### config.mk
export PLATFORM = sky130hd
export DESIGN_NAME = serial_deser
export DESIGN_NICKNAME = d
export VERILOG_FILES = /design/src/rtl/serial_deser_pkg.sv /design/src/rtl/deser_bit_cnt.sv /design/src/rtl/serial_deser.sv
export SDC_FILE = /design/constraint.sdc
export NUM_CORES = 1
export LEC_CHECK = 0
export CORE_ASPECT_RATIO = 0.75
export CORE_MARGIN = 1
export CORE_UTILIZATION = 30
export DETAILED_ROUTE_END_ITERATION = 10
export HOLD_SLACK_MARGIN = 0.08
export REMOVE_ABC_BUFFERS = 1
export SLEW_MARGIN = 20
export SYNTH_ARGS = -nofsm -noshare
export SYNTH_HDL_FRONTEND = slang
export SYNTH_SLANG_ARGS = --single-unit
### constraint.sdc
create_clock -name clk -period 1.6 [get_ports clk]
set_input_delay 0.32 -clock clk [delete_from_list [all_inputs] [get_ports clk]]
set_output_delay 0.32 -clock clk [all_outputs]
set_load 0.005 [all_outputs]
### src/rtl/serial_deser_pkg.sv
// Shared types and defaults for the serial-to-parallel receive stage.
package serial_deser_pkg;

    localparam int DESER_W = 8;

    typedef enum logic {
        IDLE = 1'b0,
        RECV = 1'b1
    } deser_state_t;

endpackage

### src/rtl/deser_bit_cnt.sv
// Bit counter for the deserializer: clear (optionally counting the same-cycle bit),
// increment, and a terminal-count flag raised when the next bit completes the word.
module deser_bit_cnt #(
    parameter int W = 8
) (
    input  logic clk,
    input  logic rst_b,
    input  logic clr,
    input  logic inc,
    output logic tc
);

    localparam int CW = $clog2(W + 1);

    logic [CW-1:0] cnt_q;

    assign tc = (cnt_q == CW'(W - 1));

    always_ff @(posedge clk or negedge rst_b) begin
        if (!rst_b) begin
            cnt_q <= '0;
        end else if (clr) begin
            cnt_q <= inc ? CW'(1) : '0;
        end else if (inc) begin
            cnt_q <= tc ? '0 : cnt_q + CW'(1);
        end
    end

endmodule

### src/rtl/serial_deser.sv
// Serial-to-parallel receiver: collects an LSB-first bit stream into W-bit words
// and offers them on a valid/ready port with a sticky overrun flag.
module serial_deser
    import serial_deser_pkg::*;
#(
    parameter int W = DESER_W
) (
    input  logic         clk,
    input  logic         rst_b,
    input  logic         start,
    input  logic         bit_vld,
    input  logic         bit_in,
    input  logic         out_rdy,
    input  logic         ovf_clr,
    output logic [W-1:0] data_out,
    output logic         out_vld,
    output logic         busy,
    output logic         ovf
);

    // The collector keeps only the W-1 bits already received; the final bit is
    // taken straight from bit_in when the word completes.
    typedef logic [W-2:0] col_t;

    deser_state_t state_q, state_d;
    col_t         col_q, col_d;
    logic [W-1:0] data_d;
    logic         vld_d, ovf_d;
    logic         cnt_clr, cnt_inc, cnt_tc;
    logic         complete, overrun;

    deser_bit_cnt #(.W(W)) u_bit_cnt (
        .clk   (clk),
        .rst_b (rst_b),
        .clr   (cnt_clr),
        .inc   (cnt_inc),
        .tc    (cnt_tc)
    );

    always_ff @(posedge clk or negedge rst_b) begin
        if (!rst_b) begin
            state_q  <= IDLE;
            col_q    <= '0;
            data_out <= '0;
            out_vld  <= 1'b0;
            ovf      <= 1'b0;
        end else begin
            state_q  <= state_d;
            col_q    <= col_d;
            data_out <= data_d;
            out_vld  <= vld_d;
            ovf      <= ovf_d;
        end
    end

    always_comb begin
        state_d  = state_q;
        col_d    = col_q;
        cnt_clr  = 1'b0;
        cnt_inc  = 1'b0;
        complete = 1'b0;
        if (start) begin
            state_d = RECV;
            cnt_clr = 1'b1;
            cnt_inc = bit_vld;
            col_d   = '0;
            if (bit_vld) begin
                col_d[W-2] = bit_in;
            end
        end else if (state_q == RECV && bit_vld) begin
            cnt_inc = 1'b1;
            col_d   = col_t'({bit_in, col_q} >> 1);
            if (cnt_tc) begin
                complete = 1'b1;
                state_d  = IDLE;
            end
        end
    end

    always_comb begin
        data_d  = data_out;
        vld_d   = out_vld;
        ovf_d   = ovf;
        overrun = complete && out_vld && !out_rdy;
        if (complete && !overrun) begin
            data_d = {bit_in, col_q};
            vld_d  = 1'b1;
        end else if (out_vld && out_rdy) begin
            vld_d = 1'b0;
        end
        // A fresh overrun outranks a simultaneous clear.
        if (overrun) begin
            ovf_d = 1'b1;
        end else if (ovf_clr) begin
            ovf_d = 1'b0;
        end
    end

    assign busy = (state_q == RECV);

endmodule

# Word-level counts from Yosys, hierarchy flattened
# Index checks and enable logic that the tools add are counted.
totals:
  out_inout_bits: 11
  word_cells: 41
  register_bits: 22
op_classes:
  muxes: 20
  n_reduce_logical: 13
  add_sub_neg: 1
  n_eq_ne: 1
ops:
  columns: ["op", "count"]
  rows:
  - ["1-bit 2-to-1 mux", 15]
  - ["7-bit 2-to-1 mux", 2]
  - ["4-bit 2-to-1 mux", 3]
  - ["2-bit nonzero test", 5]
  - ["1-bit logical AND", 5]
  - ["4-bit by 1-bit adder with 4-bit output (second input constant)", 1]
  - ["4-bit by 3-bit equality test with 1-bit output (second input constant)", 1]
  - ["1-bit zero test", 2]
  - ["2-bit AND reduction", 1]

# Longest topological paths before layout
# Gate-level depths: netlist (run 1).
logic_depth:
  word_depth: 9
  mapped_depth: 4

# By module
# Synthesis (run 1) repeated with hierarchy kept, for this count alone.
hier_totals:
  hier_cells: 78
  hier_area_um2: 975.9
modules_own_cells:
  columns: ["mod", "n_inst", "cells_each", "area_per_inst_um2"]
  rows:
  - ["serial_deser", 1, 59, 758.2]
  - ["deser_bit_cnt", 1, 19, 217.7]

# Worst setup path before layout (run 1)
# OpenSTA, ideal clock, no wires.
synth_path:
  path_kind: "register to register"
  from: "register u_bit_cnt.cnt_q[0]"
  to: "register data_out[7]"
  required_time_ns: 1.475
  path_buffers: 0
  t_arrival_ns: 1.474
  setup_slack_ns: 0.001
  stages_incl_launch_ff: 5
  period_less_slack_ns: 1.599
  path_cell_list: "dfrtp_1 ha_1 nand3b_1 nor4b_4 mux2_2"
synth_via:
  elab_chain_cells: 8
synth_lines:
  columns: ["item", "line_no", "rtl"]
  rows:
  - ["from (decl)", "deser_bit_cnt.sv:15", "logic [CW-1:0] cnt_q;"]
  - ["from (signal assigned)", "deser_bit_cnt.sv:23", "cnt_q <= inc ? CW'(1) : '0;"]
  - ["from (signal assigned)", "deser_bit_cnt.sv:25", "cnt_q <= tc ? '0 : cnt_q + CW'(1);"]
  - ["4-bit by 3-bit equality test with 1-bit output (*)", "deser_bit_cnt.sv:17", "assign tc = (cnt_q == CW'(W - 1));"]
  - ["1-bit 2-to-1 mux (*)", "serial_deser.sv:73", "if (cnt_tc) begin"]
  - ["1-bit 2-to-1 mux (*)", "serial_deser.sv:70", "end else if (state_q == RECV && bit_vld) begin"]
  - ["1-bit 2-to-1 mux (*)", "serial_deser.sv:62", "if (start) begin"]
  - ["1-bit logical AND (2 in series)", "serial_deser.sv:84", "overrun = complete && out_vld && !out_rdy;"]
  - ["1-bit zero test", "serial_deser.sv:85", "if (complete && !overrun) begin"]
  - ["1-bit logical AND (*)", "serial_deser.sv:85", null]
  - ["to (signal assigned)", "serial_deser.sv:50", "data_out <= data_d;"]
  - ["to (decl)", "serial_deser.sv:15", "output logic [W-1:0] data_out,"]
# Every way passes the cells marked *; elsewhere a longest branch is shown, timed or not.
# A chain may end at the register's enable or synchronous reset.

# Final worst setup path (run 1)
layout_path:
  from: "register u_bit_cnt.cnt_q[0]"
  to: "register data_out[0]"
# The elaborated chain is that of the path after synthesis.

==> results of run 1 <==
## metal layers
layer / up-vias / routed length (um) / track usage (%)
li1: 334 / - / -
met1: 352 / 983 / 17.8
met2: 13 / 901 / 20.2
met3: 2 / 79 / 5.09
met4: 0 / 13 / 4.35
met5: - / 0 / 0
## kinds of logic after synthesis
family / count (synthesis)
and+or+nand+nor: 29
xor gates and xnor gates: 1
muxes: 8
DFF: 22
AOI/OAI and AO/OA: 14
adders and majority gates: 1
buffers and inverters: 5
## repair_timing
item	4_1_cts	5_1_grt
hold buffers	0	0
setup endpoints to repair	8	9
resized for setup	3	5
setup buffers	2	3
## worst max-delay path: cells and delay by family (launching register included)
kind | cells | cell delay, ns
adder cells (fa/ha/maj) | 1 | 0.19
buffers and inverters | 1 | 0.19
flip-flops | 1 | 0.37
multiplexers | 1 | 0.34
AND/OR/NAND/NOR | 2 | 0.40
## layout make-up
| cell class | count | area share (%) |
|---|---|---|
| clock buffer | 3 | 3.13 |
| clock inverter | 1 | 2.28 |
| inverter | 1 | 0.285 |
| multi-input combinational | 53 | 27.4 |
| sequential | 22 | 41.8 |
| tap | 36 | 3.42 |
| timing repair buffer | 31 | 21.7 |
## metrics by stage
stage	cell area [sq um]	utilization, %	instances	TNS [ns]
6_report	1320	48.0	147	0
3_5_place_dp	1180	43.1	138	-2.31
5_1_grt	1320	48.0	147	-0.431
3_3_place_gp	1180	43.1	138	-2.28
4_1_cts	1280	46.6	144	0
2_1_floorplan	898	-	76	-0.316
## state kept, by name (all words and copies together) (netlist names)
| signal | count |
|---|---|
| col_q | 7 |
| u_bit_cnt.cnt_q | 4 |
| ovf | 1 |
| out_vld | 1 |
| busy | 1 |
| data_out | 8 |
## final timing paths
path	startpoint	endpoint	slack [ns]	cells after the start
max reg2reg	u_bit_cnt.cnt_q[0]	data_out[0]	0.01	5
min	rst_b	data_out[0]	0.39	2
min in group clk	data_out[7]	data_out[7]	0.51	1
min reg2reg	data_out[7]	data_out[7]	0.51	1
max in group asynchronous	rst_b	data_out[4]	0.98	2
max	u_bit_cnt.cnt_q[0]	data_out[0]	0.01	5
## placed cells by master (no fill, tap or decap)
| master | count |
|---|---|
| dfrtp_1 | 22 |
| nand2_1 | 18 |
| clkdlybuf4s50_1 | 16 |
| buf_4 | 12 |
| a21oi_1 | 7 |
| mux2_2 | 5 |
| mux2_4 | 3 |
| clkbuf_8 | 3 |
| nand2b_1 | 2 |
| nand3_1 | 2 |
| o211ai_1 | 2 |
| o21ai_0 | 2 |
| buf_6 | 2 |
| and2_1 | 1 |
| nand3b_1 | 1 |
| or3_1 | 1 |
| xor2_1 | 1 |
| nor2_1 | 1 |
| nor4b_4 | 1 |
| nand4b_1 | 1 |
| or4_1 | 1 |
| a21oi_2 | 1 |
| inv_1 | 1 |
| o22ai_1 | 1 |
| o21a_1 | 1 |
| ha_2 | 1 |
| bufinv_16 | 1 |
| dlymetal6s2s_1 | 1 |
## power by group through the flow
stage                     combinational, mW  sequential (mW)  clock (mW)
after global routing                  0.112            0.580       0.555
final                                0.0999            0.579       0.522
after global placement               0.0904            0.588           0
after detailed placement             0.0927            0.589           0
after CTS                            0.0967            0.578       0.530
after floorplan                      0.0290            0.588           0
==> key figures, run 1 <==
Status
  – Status: finished clean

Floorplanning
  – Die Ht: approximately 50 um
  – Core Region: 2740 sq um
  – DIE AREA: 3270 sq um
  – Die W: ~66 um
  – Row count: 16
  – Ports: 18
  – Starting density of the core: between 30 and 40%

STA
  – FMAX: 0.629 GHz
  – Final setup vio count: 0
  – Rel. slew slack: around four fifths
  – Setup WS post-layout: 0.00965 ns
  – Min cycle time layout: between 1.5 and 2 ns
  – Final hold vios: 0
  – Clock skew: ~0.0097 ns
  – Final hold slack: 0.392 ns
  – RSZ-0062 raised after global routing: yes
  – Final Max Tran Viols: 0
  – Worst-margin pin slew: around 0.28 ns
  – Period utilization: between 90% and 100%

Finish
  – Layout cells sized above 1: about a quarter
  – NumNets Final: between 100 and 150
  – Ant. Diodes: 0
  – Layout area overhead: 44.2%
  – Area of the multi-input gates: 362 sq um
  – Fill count: 249
  – Reg area: around 550 sq um

GRT
  – Total Routing Usage GR: ~14%
  – GRT overflow: 0
  – Vias in the first global route: 684
  – Initial antenna violation count: 0
  – Largest net degree at the start of global routing: 23
  – Global-route wire length before repair: between 3000 and 4000 um

Clock network
  – Longest Clk Path Bufs: 2
  – H-Tree Level Count: 1
  – Root buffer cell: clkbuf_8
  – Total CTS buffers: 3
  – CTS tree: yes
  – Worst skew pair latency: about 0.27 ns
  – CTS Sinks: 22
  – Reg clk slew, reported paths: 0.09 ns

Route
  – Vias/cell: 4.77
  – First-pass iteration count of the detailed router: 4
  – DR vias: 701
  – Residual DRC: 0
  – WL/cell: around 13 um
  – Antenna viol nets, final: 0
  – DRT iter0 DRCs: 20
  – Post-Route WL: just under 2000 um

Worst setup path
  – WP data required: approximately 1.8 ns
  – CP Cell Sequence: ha_2 > nand3b_1 > nor4b_4 > buf_6 > mux2_2
  – Critical path arrival: between 1.5 and 2 ns
  – Slowest cell on crit path: dfrtp_1
  – CP Max Fanout: 8
  – Worst Setup Path Type: reg -> reg
  – CP Capture Type: flop
  – Worst setup SP type: flop
  – Worst path max stage delay: 0.37 ns

Synth
  – Synth Area in XOR/XNOR: less than 1%
  – Post-Synth Adder-Cell Area: 1.37%
  – Yosys warns: 0
  – Largest family of logic cells by synthesized area: simple AND/OR/NAND/NOR gates
  – Top_reg_cell synth: dfrtp_1
  – Asr flop ratio synth: 100%
  – Seq/Total Area, Yosys: roughly three fifths
  – Post-synth EDFFs: 0
  – Yosys top cell by area: dfrtp_1
  – Most frequent cell after synthesis: dfrtp_1
  – Post-synthesis cell area: slightly above 900 sq um
  – Compound-Gate Fraction of Synth Area: under 10%
  – FF+latch count, synth: 22
  – Syn_area_per_cell: ~11 sq um
  – Gate Count Post-Synth: 80
  – Share of the synthesized area in the top cell type: about three fifths
  – Post-synthesis mux area share: about a tenth
  – Synth Area in Simple Gates: between 15 and 20%
  – Top post-synthesis cells by count: dfrtp_1 (22), nand2_1 (18), a21oi_1 (8), mux2_2 (8), clkbuf_1 (4)
  – Synth top area cells: dfrtp_1 (60%), mux2_2 (9.9%), nand2_1 (7.4%)
  – Distinct cells, synth: 21

Placement
  – Hpwl dp: between 1000 and 1500 um
  – GPL Wtd Cong: 0.733
  – Post-place setup slack: -0.236 ns
  – Port bufs: 17

Power and ir drop
  – Sw Share: 20.5%
  – Combinational share of power: around 8.3%
  – P_int: around 0.95 mW
  – Design Power: approximately 1.2 mW
  – Switching pwr: around 0.25 mW
  – Static Leak: 0.582 nW
  – Clock Power Share: 43.5%
  – PwrDens: between 900 and 1000 nW/um^2
  – Seq pwr share: 48.2%
  – Worst vdd ir: around 0.7 mV

Job
  – Max Cap Viol: 0

Hold path
  – Hold Path Class: in -> async
(Power assumes the default switching activity.)
==> run 2: changes to the inputs <==
--- a/config.mk
+++ b/config.mk
@@ -6,7 +6,6 @@
 export NUM_CORES = 1
 export LEC_CHECK = 0
 export CORE_ASPECT_RATIO = 0.75
-export CORE_MARGIN = 1
 export CORE_UTILIZATION = 30
 export DETAILED_ROUTE_END_ITERATION = 10
 export HOLD_SLACK_MARGIN = 0.08
==> results of run 2 <==
Same layout as run 1: the final DEF is identical, and so are final timing and power.
==> run 3: changes to the inputs <==
--- a/config.mk
+++ b/config.mk
@@ -5,11 +5,14 @@
 export SDC_FILE = /design/constraint.sdc
 export NUM_CORES = 1
 export LEC_CHECK = 0
+export CAP_MARGIN = 20
 export CORE_ASPECT_RATIO = 0.75
 export CORE_UTILIZATION = 30
+export CTS_CLUSTER_SIZE = 16
 export DETAILED_ROUTE_END_ITERATION = 10
 export HOLD_SLACK_MARGIN = 0.08
 export REMOVE_ABC_BUFFERS = 1
+export SKIP_LAST_GASP = 1
 export SLEW_MARGIN = 20
 export SYNTH_ARGS = -nofsm -noshare
 export SYNTH_HDL_FRONTEND = slang
==> key figures, run 3 (synthesis results as in run 1) <==
Status
  – Status: finished clean

Finish
  – Area of the multi-input gates: 347 sq um (-4.2%)
  – Ant. Diodes: 0 (unchanged)
  – Final core occ: 47.5% (-0.55 points)
  – Largest registers: data_out (8), col_q (7), u_bit_cnt.cnt_q (4)
  – Reg area: 551 sq um (unchanged)
  – Cell Count, Final, Fillers Out: 147 (unchanged)
  – Fill count: 251 (+0.80%)
  – Layout cells sized above 1: 25.2% (-0.90 points)
  – Final instance area: 1300 sq um (-1.1%)
  – Commonest non-fill, non-tap cells in the layout: dfrtp_1 (22), nand2_1 (18), clkdlybuf4s50_1 (16)
  – Top reg by flops: data_out
  – Number of flip-flops under the largest register name: 8 (unchanged)
  – NumNets Final: 120 (unchanged)
  – Most common cell after layout, fill and taps aside: dfrtp_1
  – Layout area overhead: 42.6%

Worst setup path
  – CP Capture Type: flop
  – Critical path launch point: u_bit_cnt.cnt_q[0]
  – R2r startpoint: u_bit_cnt.cnt_q[0]
  – Worst Setup Path Type: reg -> reg
  – R2R depth: 5 (unchanged)
  – Cell count along the critical path: 5 (unchanged)
  – Crit path to: data_out[6]
  – Slowest cell on crit path: dfrtp_1
  – WP data required: 1.75 ns (about the same)
  – CP Cell Sequence: ha_2 > nand3b_1 > nor4b_4 > buf_6 > mux2_2
  – Critical path arrival: 1.75 ns (about the same)
  – Buffers and inverters on the worst path: 1 (unchanged)
  – Worst setup SP type: flop
  – Reg2reg end: data_out[6]
  – R2R Setup Slk: 0.00002 ns (about the same)
  – Crit path max-delay family: simple AND/OR/NAND/NOR gates
  – Worst path max stage delay: 0.37 ns (about the same)
  – CP Max Fanout: 8 (unchanged)

Clock network
  – CTS tree: yes
  – Reg clk slew, reported paths: 0.08 ns (about the same)
  – Root buffer cell: clkbuf_8
  – H-Tree Level Count: 1 (unchanged)
  – # hold bufs at CTS: 0 (unchanged)
  – Total CTS buffers: 3 (unchanged)
  – Worst skew pair latency: 0.27 ns (about the same)
  – CTS Sinks: 22 (unchanged)
  – Longest Clk Path Bufs: 2 (unchanged)

Power and ir drop
  – PwrDens: 921 nW/um^2 (+1.0%)
  – Worst vdd ir: 0.708 mV (-0.73%)
  – Static Leak: 0.579 nW (-0.48%)
  – Design Power: 1.20 mW (-0.14%)

STA
  – Final setup TNS: 0 ns (unchanged)
  – Min cycle time layout: 1.60 ns (+0.00964 ns)
  – Final hold slack: 0.396 ns (+0.00338 ns)
  – Period utilization: 100% (+0.60 points)
  – Final Max Tran Viols: 0 (unchanged)
  – FMAX: 0.625 GHz (-0.60%)
  – RSZ-0062 raised after global routing: yes
  – Rel. slew slack: 81.2% (about the same)
  – Setup WS post-layout: 0.0000177 ns (-0.00964 ns)
  – Final setup vio count: 0 (unchanged)
  – Worst-margin pin slew: 0.281 ns (+0.000160 ns)
  – Clock skew: 0.00702 ns (-0.00268 ns)
  – Final hold vios: 0 (unchanged)

Floorplanning
  – Core Region: 2740 sq um (unchanged)
  – Ports: 18 (unchanged)
  – Die Ht: 49.8 um (unchanged)
  – DIE AREA: 3270 sq um (unchanged)
  – Starting density of the core: 33.3% (unchanged)
  – Die W: 65.7 um (unchanged)
  – Row count: 16 (unchanged)

Job
  – Max Cap Viol: 0 (unchanged)

Route
  – Antenna viol nets, final: 0 (unchanged)
  – Vias/cell: 4.71 (-1.1%)
  – DRT iter0 DRCs: 15 (-25%)
  – Post-Route WL: 1950 um (-1.2%)
  – Residual DRC: 0 (unchanged)
  – WL/cell: 13.3 um (-1.2%)
  – First-pass iteration count of the detailed router: 4 (unchanged)
  – DR vias: 693 (-1.1%)

GRT
  – Total Routing Usage GR: 13.4% (-0.15 points)
  – Vias in the first global route: 686 (+0.29%)
  – Largest net degree at the start of global routing: 23 (unchanged)
  – Global-route wire length before repair: 3200 um (-1.5%)
  – GRT overflow: 0 (unchanged)
  – Initial antenna violation count: 0 (unchanged)

Placement
  – Placed insts: 138 (unchanged)
  – Port bufs: 17 (unchanged)
  – Hpwl dp: 1300 um (unchanged)
  – Post-place setup slack: -0.236 ns (unchanged)
  – GPL Wtd Cong: 0.733 (unchanged)
  – Placed Area: 1180 sq um (unchanged)

Hold path
  – Hold Path Class: in -> async
[run 3: cell types whose count changed in the layout (fill, tap and decap cells not counted)]
cell,before,now
mux2_2,5,8
mux2_4,3,0
a21oi_2,1,0
a21oi_1,7,8
[run 3: repair_timing]
| action | CTS | global route |
|---|---|---|
| gates resized for setup | 2 | 2 |
| setup endpoints to repair | 8 | 9 |
| pin swaps | 0 | 0 |
| setup buffers | 2 | 3 |
[run 3: layout make-up]
type,count,share of cell area (%)
flip-flops and latches,22,42.3
multi-input cells,53,26.6
repair buffers,31,21.9
clock buffers,3,3.17
well taps,36,3.46
clock inverters,1,2.31
inverters,1,0.288
[run 3: worst register-to-register path, stage by stage (launching register included)]
cell and delay (ns):
dfrtp_1 0.37, ha_2 0.19, nand3b_1 0.15, nor4b_4 0.25, buf_6 0.18, mux2_2 0.34
[run 3: per-layer routing]
layer | vias up | track usage (%) | wire length [um]
met5 | - | 0 | 0
met2 | 15 | 20.4 | 915
met1 | 341 | 17.2 | 939
met3 | 2 | 5.09 | 84
li1 | 335 | - | -
met4 | 0 | 4.35 | 13
[run 3: how the worst min path moves through the flow]
stage                       end   startpoint  cells past startpoint  slack, ns
floorplan                  busy        rst_b                      0       0.02
CTS                 data_out[0]        rst_b                      2       0.40
detailed placement  data_out[7]  data_out[7]                      1       0.50
global placement    data_out[1]  data_out[1]                      1       0.49
finish              data_out[0]        rst_b                      2       0.40
global route        data_out[0]        rst_b                      2       0.41
[run 3: power breakdown]
group          leakage [nW]  total [mW]  internal (mW)  switching [mW]
registers             0.297       0.578          0.569         0.00930
logic                 0.246      0.0993         0.0501          0.0491
clock network        0.0357       0.522          0.334           0.187
